===== src/rtl/tff_bank_ctrl.sv =====
// tff_bank_ctrl: sequences an external bank of W T flip-flops as a
// programmable-modulus up/down counter. The bank updates as q ^ t, so every
// cycle the controller drives t_vec = q_vec ^ (desired next value).
module tff_bank_ctrl #(
    parameter int W = 4
) (
    input  logic         clk,
    input  logic         reset,
    input  logic         start,
    input  logic         stop,
    input  logic         pause,
    input  logic         load,
    input  logic [W-1:0] load_val,
    input  logic         mode_down,
    input  logic         one_shot,
    input  logic [W-1:0] term,
    input  logic [W-1:0] q_vec,
    output logic [W-1:0] t_vec,
    output logic [1:0]   state,
    output logic         busy,
    output logic         tc,
    output logic         done
);

    typedef enum logic [1:0] {
        S_IDLE = 2'b00,
        S_RUN  = 2'b01,
        S_HOLD = 2'b10,
        S_DONE = 2'b11
    } state_t;

    state_t r_state;
    logic   r_mode_down;
    logic   r_one_shot;
    logic   r_busy;
    logic   r_done;

    logic [W-1:0] w_t_inc;
    logic [W-1:0] w_t_dec;
    logic [W-1:0] w_t_term;
    logic [W-1:0] w_t_vec;
    logic         w_term_hit;
    logic         w_count;

    // Binary increment: bit i toggles when every lower bit is 1.
    function automatic logic [W-1:0] inc_toggles(input logic [W-1:0] q);
        logic [W-1:0] t;
        logic         carry;
        carry = 1'b1;
        for (int i = 0; i < W; i++) begin
            t[i]  = carry;
            carry = carry & q[i];
        end
        return t;
    endfunction

    // Binary decrement: bit i toggles when every lower bit is 0.
    function automatic logic [W-1:0] dec_toggles(input logic [W-1:0] q);
        logic [W-1:0] t;
        logic         borrow;
        borrow = 1'b1;
        for (int i = 0; i < W; i++) begin
            t[i]   = borrow;
            borrow = borrow & ~q[i];
        end
        return t;
    endfunction

    assign w_t_inc = inc_toggles(q_vec);
    assign w_t_dec = dec_toggles(q_vec);

    // Values at or above term count as terminal in up mode, so an
    // out-of-range load wraps straight back to 0.
    assign w_term_hit = r_mode_down ? (q_vec == '0) : (q_vec >= term);

    // Terminal step: one-shot holds; continuous up wraps to 0, continuous
    // down jumps from 0 to term.
    assign w_t_term = r_one_shot  ? '0 :
                      r_mode_down ? (q_vec ^ term) : q_vec;

    // A count step happens only in RUN with no higher-priority control.
    assign w_count = (r_state == S_RUN) && !reset && !stop && !load && !pause;
    assign tc      = w_count && w_term_hit;

    // Toggle selection, priority reset > stop > load > pause > count.
    always_comb begin
        w_t_vec = '0;
        if (!reset && !stop) begin
            if (load && (r_state != S_DONE)) begin
                w_t_vec = q_vec ^ load_val;
            end else if (w_count) begin
                if (w_term_hit) begin
                    w_t_vec = w_t_term;
                end else if (r_mode_down) begin
                    w_t_vec = w_t_dec;
                end else begin
                    w_t_vec = w_t_inc;
                end
            end
        end
    end

    assign t_vec = w_t_vec;
    assign state = r_state;
    assign busy  = r_busy;
    assign done  = r_done;

    // Control FSM with registered busy/done; modes latched only on start.
    always_ff @(posedge clk) begin
        if (reset) begin
            r_state     <= S_IDLE;
            r_mode_down <= 1'b0;
            r_one_shot  <= 1'b0;
            r_busy      <= 1'b0;
            r_done      <= 1'b0;
        end else begin
            unique case (r_state)
                S_IDLE: begin
                    if (!stop && start) begin
                        r_state     <= S_RUN;
                        r_mode_down <= mode_down;
                        r_one_shot  <= one_shot;
                        r_busy      <= 1'b1;
                    end
                end
                S_RUN: begin
                    if (stop) begin
                        r_state <= S_IDLE;
                        r_busy  <= 1'b0;
                    end else if (pause) begin
                        r_state <= S_HOLD;
                    end else if (!load && w_term_hit && r_one_shot) begin
                        r_state <= S_DONE;
                        r_busy  <= 1'b0;
                        r_done  <= 1'b1;
                    end
                end
                S_HOLD: begin
                    if (stop) begin
                        r_state <= S_IDLE;
                        r_busy  <= 1'b0;
                    end else if (!pause) begin
                        r_state <= S_RUN;
                    end
                end
                S_DONE: begin
                    r_state <= S_IDLE;
                    r_done  <= 1'b0;
                end
                default: begin
                    r_state <= S_IDLE;
                    r_busy  <= 1'b0;
                    r_done  <= 1'b0;
                end
            endcase
        end
    end

endmodule

===== config.mk =====
export PLATFORM = sky130hd
export DESIGN_NAME = tff_bank_ctrl
export DESIGN_NICKNAME = d
export VERILOG_FILES = /design/src/rtl/tff_bank_ctrl.sv
export SDC_FILE = /design/constraint.sdc
export NUM_CORES = 1
export LEC_CHECK = 0
export ABC_AREA = 1
export BUFFER_PORTS_ARGS = -buffer_cell sky130_fd_sc_hd__buf_2
export CORE_MARGIN = 1
export CORE_UTILIZATION = 30
export CTS_BUF_LIST = sky130_fd_sc_hd__clkbuf_8
export CTS_CLUSTER_DIAMETER = 100
export DETAILED_ROUTE_END_ITERATION = 12
export PLACE_DENSITY = 0.52
export SYNTH_ARGS = -nofsm -noshare
export SYNTH_HDL_FRONTEND = slang
export SYNTH_SLANG_ARGS = --single-unit
export TNS_END_PERCENT = 20

===== constraint.sdc =====
create_clock -name clk -period 1.5 [get_ports clk]
set_input_delay 0.075 -clock clk [delete_from_list [all_inputs] [get_ports clk]]
set_output_delay 0.075 -clock clk [all_outputs]
set_load 0.05 [all_outputs]

[After elaboration in Yosys (flattened, before gate mapping)]
Index checks and enable logic that the tools add are counted.
Operators by class
  magnitude comparators: 1
  equal/unequal tests: 13
  mux-type cells: 25
  bitwise logic cells: 9
  reduce and logical (&&, ||, !) cells: 22
Operators with widths (number)
  $mux W4: 7
  $mux W2: 6
  $logic_and A1 B1 Y1: 10
  $ne A2 B2 Y1 const B: 5
  $mux W1: 9
  $pmux W2 S4: 1
  $xor A4 B4 Y4: 2
  $ne A3 B3 Y1 const B: 2
  $reduce_and A5 Y1: 1
  $and A1 B1 Y1: 4
  $eq A2 B2 Y1 const B: 2
  $ge A4 B4 Y1: 1
  $logic_not A1 Y1: 4
  $logic_not A4 Y1: 1
  $ne A4 B3 Y1 const B: 1
  $reduce_and A4 Y1: 1
  $ne A3 B2 Y1 const B: 1
  $not A1 Y1: 3
  $pmux W1 S3: 1
  $reduce_and A3 Y1: 1
  $reduce_bool A3 Y1: 1
  $eq A2 B1 Y1 const B: 1
  $logic_not A2 Y1: 1
  $ne A2 B1 Y1 const B: 1
  3 further kinds: 3
Word-level totals
  bits in registers: 6
  bits of input ports: 20
  output and inout bits: 9

[Longest topological paths before layout]
  depth in word-level cells: 8
  mapped depth: 15
  gate-level depth less buffers: 15

[Worst setup path before layout]
OpenSTA, ideal clock, no wires.
  path type: register to output
  start: register r_state[0] (netlist: state[0])
  end: output t_vec[1]
  arrival time: 2311 ps
  data required time: 1425 ps
  path slack: -886 ps
  cell stages (with the launch flop): 10
  cells stage by stage: dfxtp_1 > ha_1 > inv_1 > nor2_1 > inv_2 > nor2_4 > nand3_2 > a21oi_1 > nand2_1 > a21oi_1
Between the ends
  word-level cells in the longest chain between the ends: 8
  elaborated cells between the ends (all ways): 10
  classes of those cells: 2 x eq/ne; 3 x mux; 5 x reduce/logical
RTL lines
  from (decl): line 32  | state_t r_state;
  from (signal assigned): line 111  | r_state <= S_IDLE;
  from (signal assigned): line 120  | r_state <= S_RUN;
  from (signal assigned): line 128  | r_state <= S_IDLE;
  $eq A2 B1 Y1: line 82  | assign w_count = (r_state == S_RUN) && !reset && !stop && !load && !pause;
  $logic_and A1 B1 Y1 (4 in series): line 82
  $mux W4: line 91  | end else if (w_count) begin
  $mux W4 *: line 89  | if (load && (r_state != S_DONE)) begin
  $mux W4 *: line 88  | if (!reset && !stop) begin
  to (decl): line 18  | output logic [W-1:0] t_vec,
Every way passes the cells marked *; elsewhere a longest branch is shown, timed or not.

[Final worst setup path]
  start: register r_state[1] (netlist: state[1])
  end: output t_vec[3]
The elaborated chain is that of the path after synthesis.

==> metrics <==
result of the run complete, but fails checks; violated checks negative setup slack; io pins 29; wire length of the first global-routing pass 3781 um; Setup WS post-layout -228.7 ps; final worst path period need 1729 ps; mean number of vias per cell 4.598; area growth from synthesis to final layout 74.49%; GRT Residual Overflow 0; Die X 53.63 um; largest net degree at the start of global routing 8; clock transition at the register clock pins on the worst setup and hold paths after CTS 30 ps; MaxCap Viol Count 0; Fin. Hold Viols 0; Buffers on Ports 28; Setup Slack @ Placement -193.2 ps; main area contributors after synthesis sky130_fd_sc_hd__nand2_1, sky130_fd_sc_hd__dfxtp_1, sky130_fd_sc_hd__ha_1; highest-count cells in the layout ignoring fill and taps sky130_fd_sc_hd__nand2_1, sky130_fd_sc_hd__buf_4, sky130_fd_sc_hd__buf_2; fraction of the yosys area taken by sequential cells 15.02%; critical path arrival 1650 ps; number of cells on the worst hold path 3; reg2reg setup slack 40 ps; critical path class flop to output pin; total CTS buffers 3; type of the tightest min-delay check primary input to flop; number of core rows 18; number of buffers between clock root and the deepest sink 2; drt initial violations 2; synthesized netlist cell count 134; Worst Setup End Kind output pin; Setup crit start kind flop; proportion of layout cells with a drive suffix above 1 48.45%; Max rail drop VDD 0.9504 mV; commonest non-fill, non-tap cell in the layout sky130_fd_sc_hd__nand2_1; Net count, final 225; count of placed standard cells including taps 215; vias after detailed routing 1,030; CP max FO 4; Routability Congestion 0.8344; filler cell count 246; startpoint of the worst hold path mode_down; vertical die dimension 53.63 um; Worst Reg2Reg Path Length in Cells 12; RR Endpoint state[0]; routed wire length per instance 10.20 um; post-synthesis average cell area 5.967 um2; area of the core 2500 um2; setup repair after global routing missed its margin yes; area of the mapped netlist 799.5 um2; number of detailed-routing iterations run before antenna repair 4; transition time at the pin with the least slew margin 274.9 ps; TritonCTS clock tree yes; reg2reg start state[1]; area enclosed by the die boundary 2876 um2; area share of the largest cell type after synthesis 15.49%; required time of the critical path 1420 ps; clock root buffer sky130_fd_sc_hd__clkbuf_8; setup skew after layout 1.652 ps; period utilization 115.2%; Hold-fix buffers, CTS 0; total half-perimeter wirelength after legalization and detailed placement 1846 um; number of synthesis warnings 0; source-to-sink clock delay at the later pin of the worst-skew pair 230 ps; highest attainable clock frequency 578.5 MHz; final setup violation count 5; H-tree depth 1; initial antenna violation count 0; Initial Util 31.98%; library cells used by synthesis 19; Leak Pwr 0.0007203 uW; Total Routed Length 2284 um; antenna-violating nets left 0; net count after synthesis 163; WHS Endpoint r_mode_down; sinks on the clock net 6; count of placed standard cells in the final layout, fillers left out 224; via count of the first global-routing pass 985; launch point of the critical path state[1]; PwrDens 1139 nW/um2; post-synthesis sequential element count 6; Slew Limit Fails 0; leading area contributor after synthesis sky130_fd_sc_hd__nand2_1; Max-slew headroom 81.48%; overall track demand over capacity in global routing 18.16%; number of remaining DRC errors 0; Diodes inserted 0
## per-layer routing
layer / GRT usage (%) / part of all wire (%) / up-vias
met4: 10.96 / 3.1 / 0
met1: 19.93 / 43 / 450
met2: 33.33 / 51 / 26
met5: 0 / 0 / -
li1: - / - / 544
met3: 1.695 / 3.4 / 10
## what timing repair did
item	4_1_cts	5_1_grt
buffers inserted	5	1
gates resized for setup	20	11
endpoints found under the setup margin	5	8
pin swaps	4	4
## power by group
part	internal (uW)	switching, uW	leakage, uW
Sequential	222	51.3	0.0000506
Clock	172	70.4	0.0000216
Combinational	451	621	0.000648
Total	846	743	0.000720
## through the flow
step | hold WS [ps] | util [%] | power (uW) | area (um2) | setup TNS, ps
after floorplan | 266.1 | - | 872.0 | 857.1 | -700.0
after global placement | 353.7 | 48.30 | 1169 | 1207 | -634.5
after detailed placement | 378.3 | 48.30 | 1177 | 1207 | -637.3
after CTS | 147.9 | 53.95 | 1537 | 1349 | -1152
after global routing | 205.1 | 55.81 | 1729 | 1395 | -1575
final | 146.0 | 55.81 | 1589 | 1395 | -921.8
## cells in the mapped netlist, drive strengths merged
library cell  instances
a21oi                14
dfxtp                 6
ha                    9
inv                  26
nand2                38
nand3                 9
nand4                 1
nor2                 15
nor3b                 1
o21ai                12
o21bai                1
xor2                  2
## kinds of logic after synthesis
logic type               count (synthesis)  synth area share (%)
flip-flops                               6                 15.02
XOR/XNOR                                 2                 2.191
adder cells (fa/ha/maj)                  9                 14.08
AO/OA/AOI/OAI                           27                 17.22
buffers and inverters                   26                 12.52
AND/OR/NAND/NOR                         64                 38.97
## critical path, cell delays in order (launching register included)
cell,delay [ps]
sky130_fd_sc_hd__dfxtp_4,350
sky130_fd_sc_hd__inv_4,60
sky130_fd_sc_hd__ha_4,130
sky130_fd_sc_hd__inv_4,40
sky130_fd_sc_hd__nor2_4,90
sky130_fd_sc_hd__inv_2,60
sky130_fd_sc_hd__nor2_4,110
sky130_fd_sc_hd__nand3_4,100
sky130_fd_sc_hd__a21oi_2,130
sky130_fd_sc_hd__nand2_2,80
sky130_fd_sc_hd__a21oi_4,130
sky130_fd_sc_hd__buf_6,160
## area by class of cell
cell class	count	area, um2	share of cell area [%]
tap	30	37.54	2.691
clock buffer	3	41.29	2.960
inverter	26	105.1	7.534
timing repair buffer	57	392.9	28.16
sequential	6	127.6	9.148
multi-input combinational	102	690.7	49.51
## worst max-delay path by stage
stage | to | slack, ps | depth (start not counted)
after detailed placement | t_vec[1] | -190 | 15
after global routing | t_vec[3] | -340 | 11
after floorplan | t_vec[1] | -190 | 9
final | t_vec[3] | -230 | 11
after global placement | t_vec[1] | -200 | 13
after CTS | t_vec[3] | -300 | 11
## registers in the layout, indices dropped and copies added, names as in the netlist
register     count
state            2
busy             1
done             1
r_mode_down      1
r_one_shot       1
No activity file was read; power rests on OpenSTA's default activity.
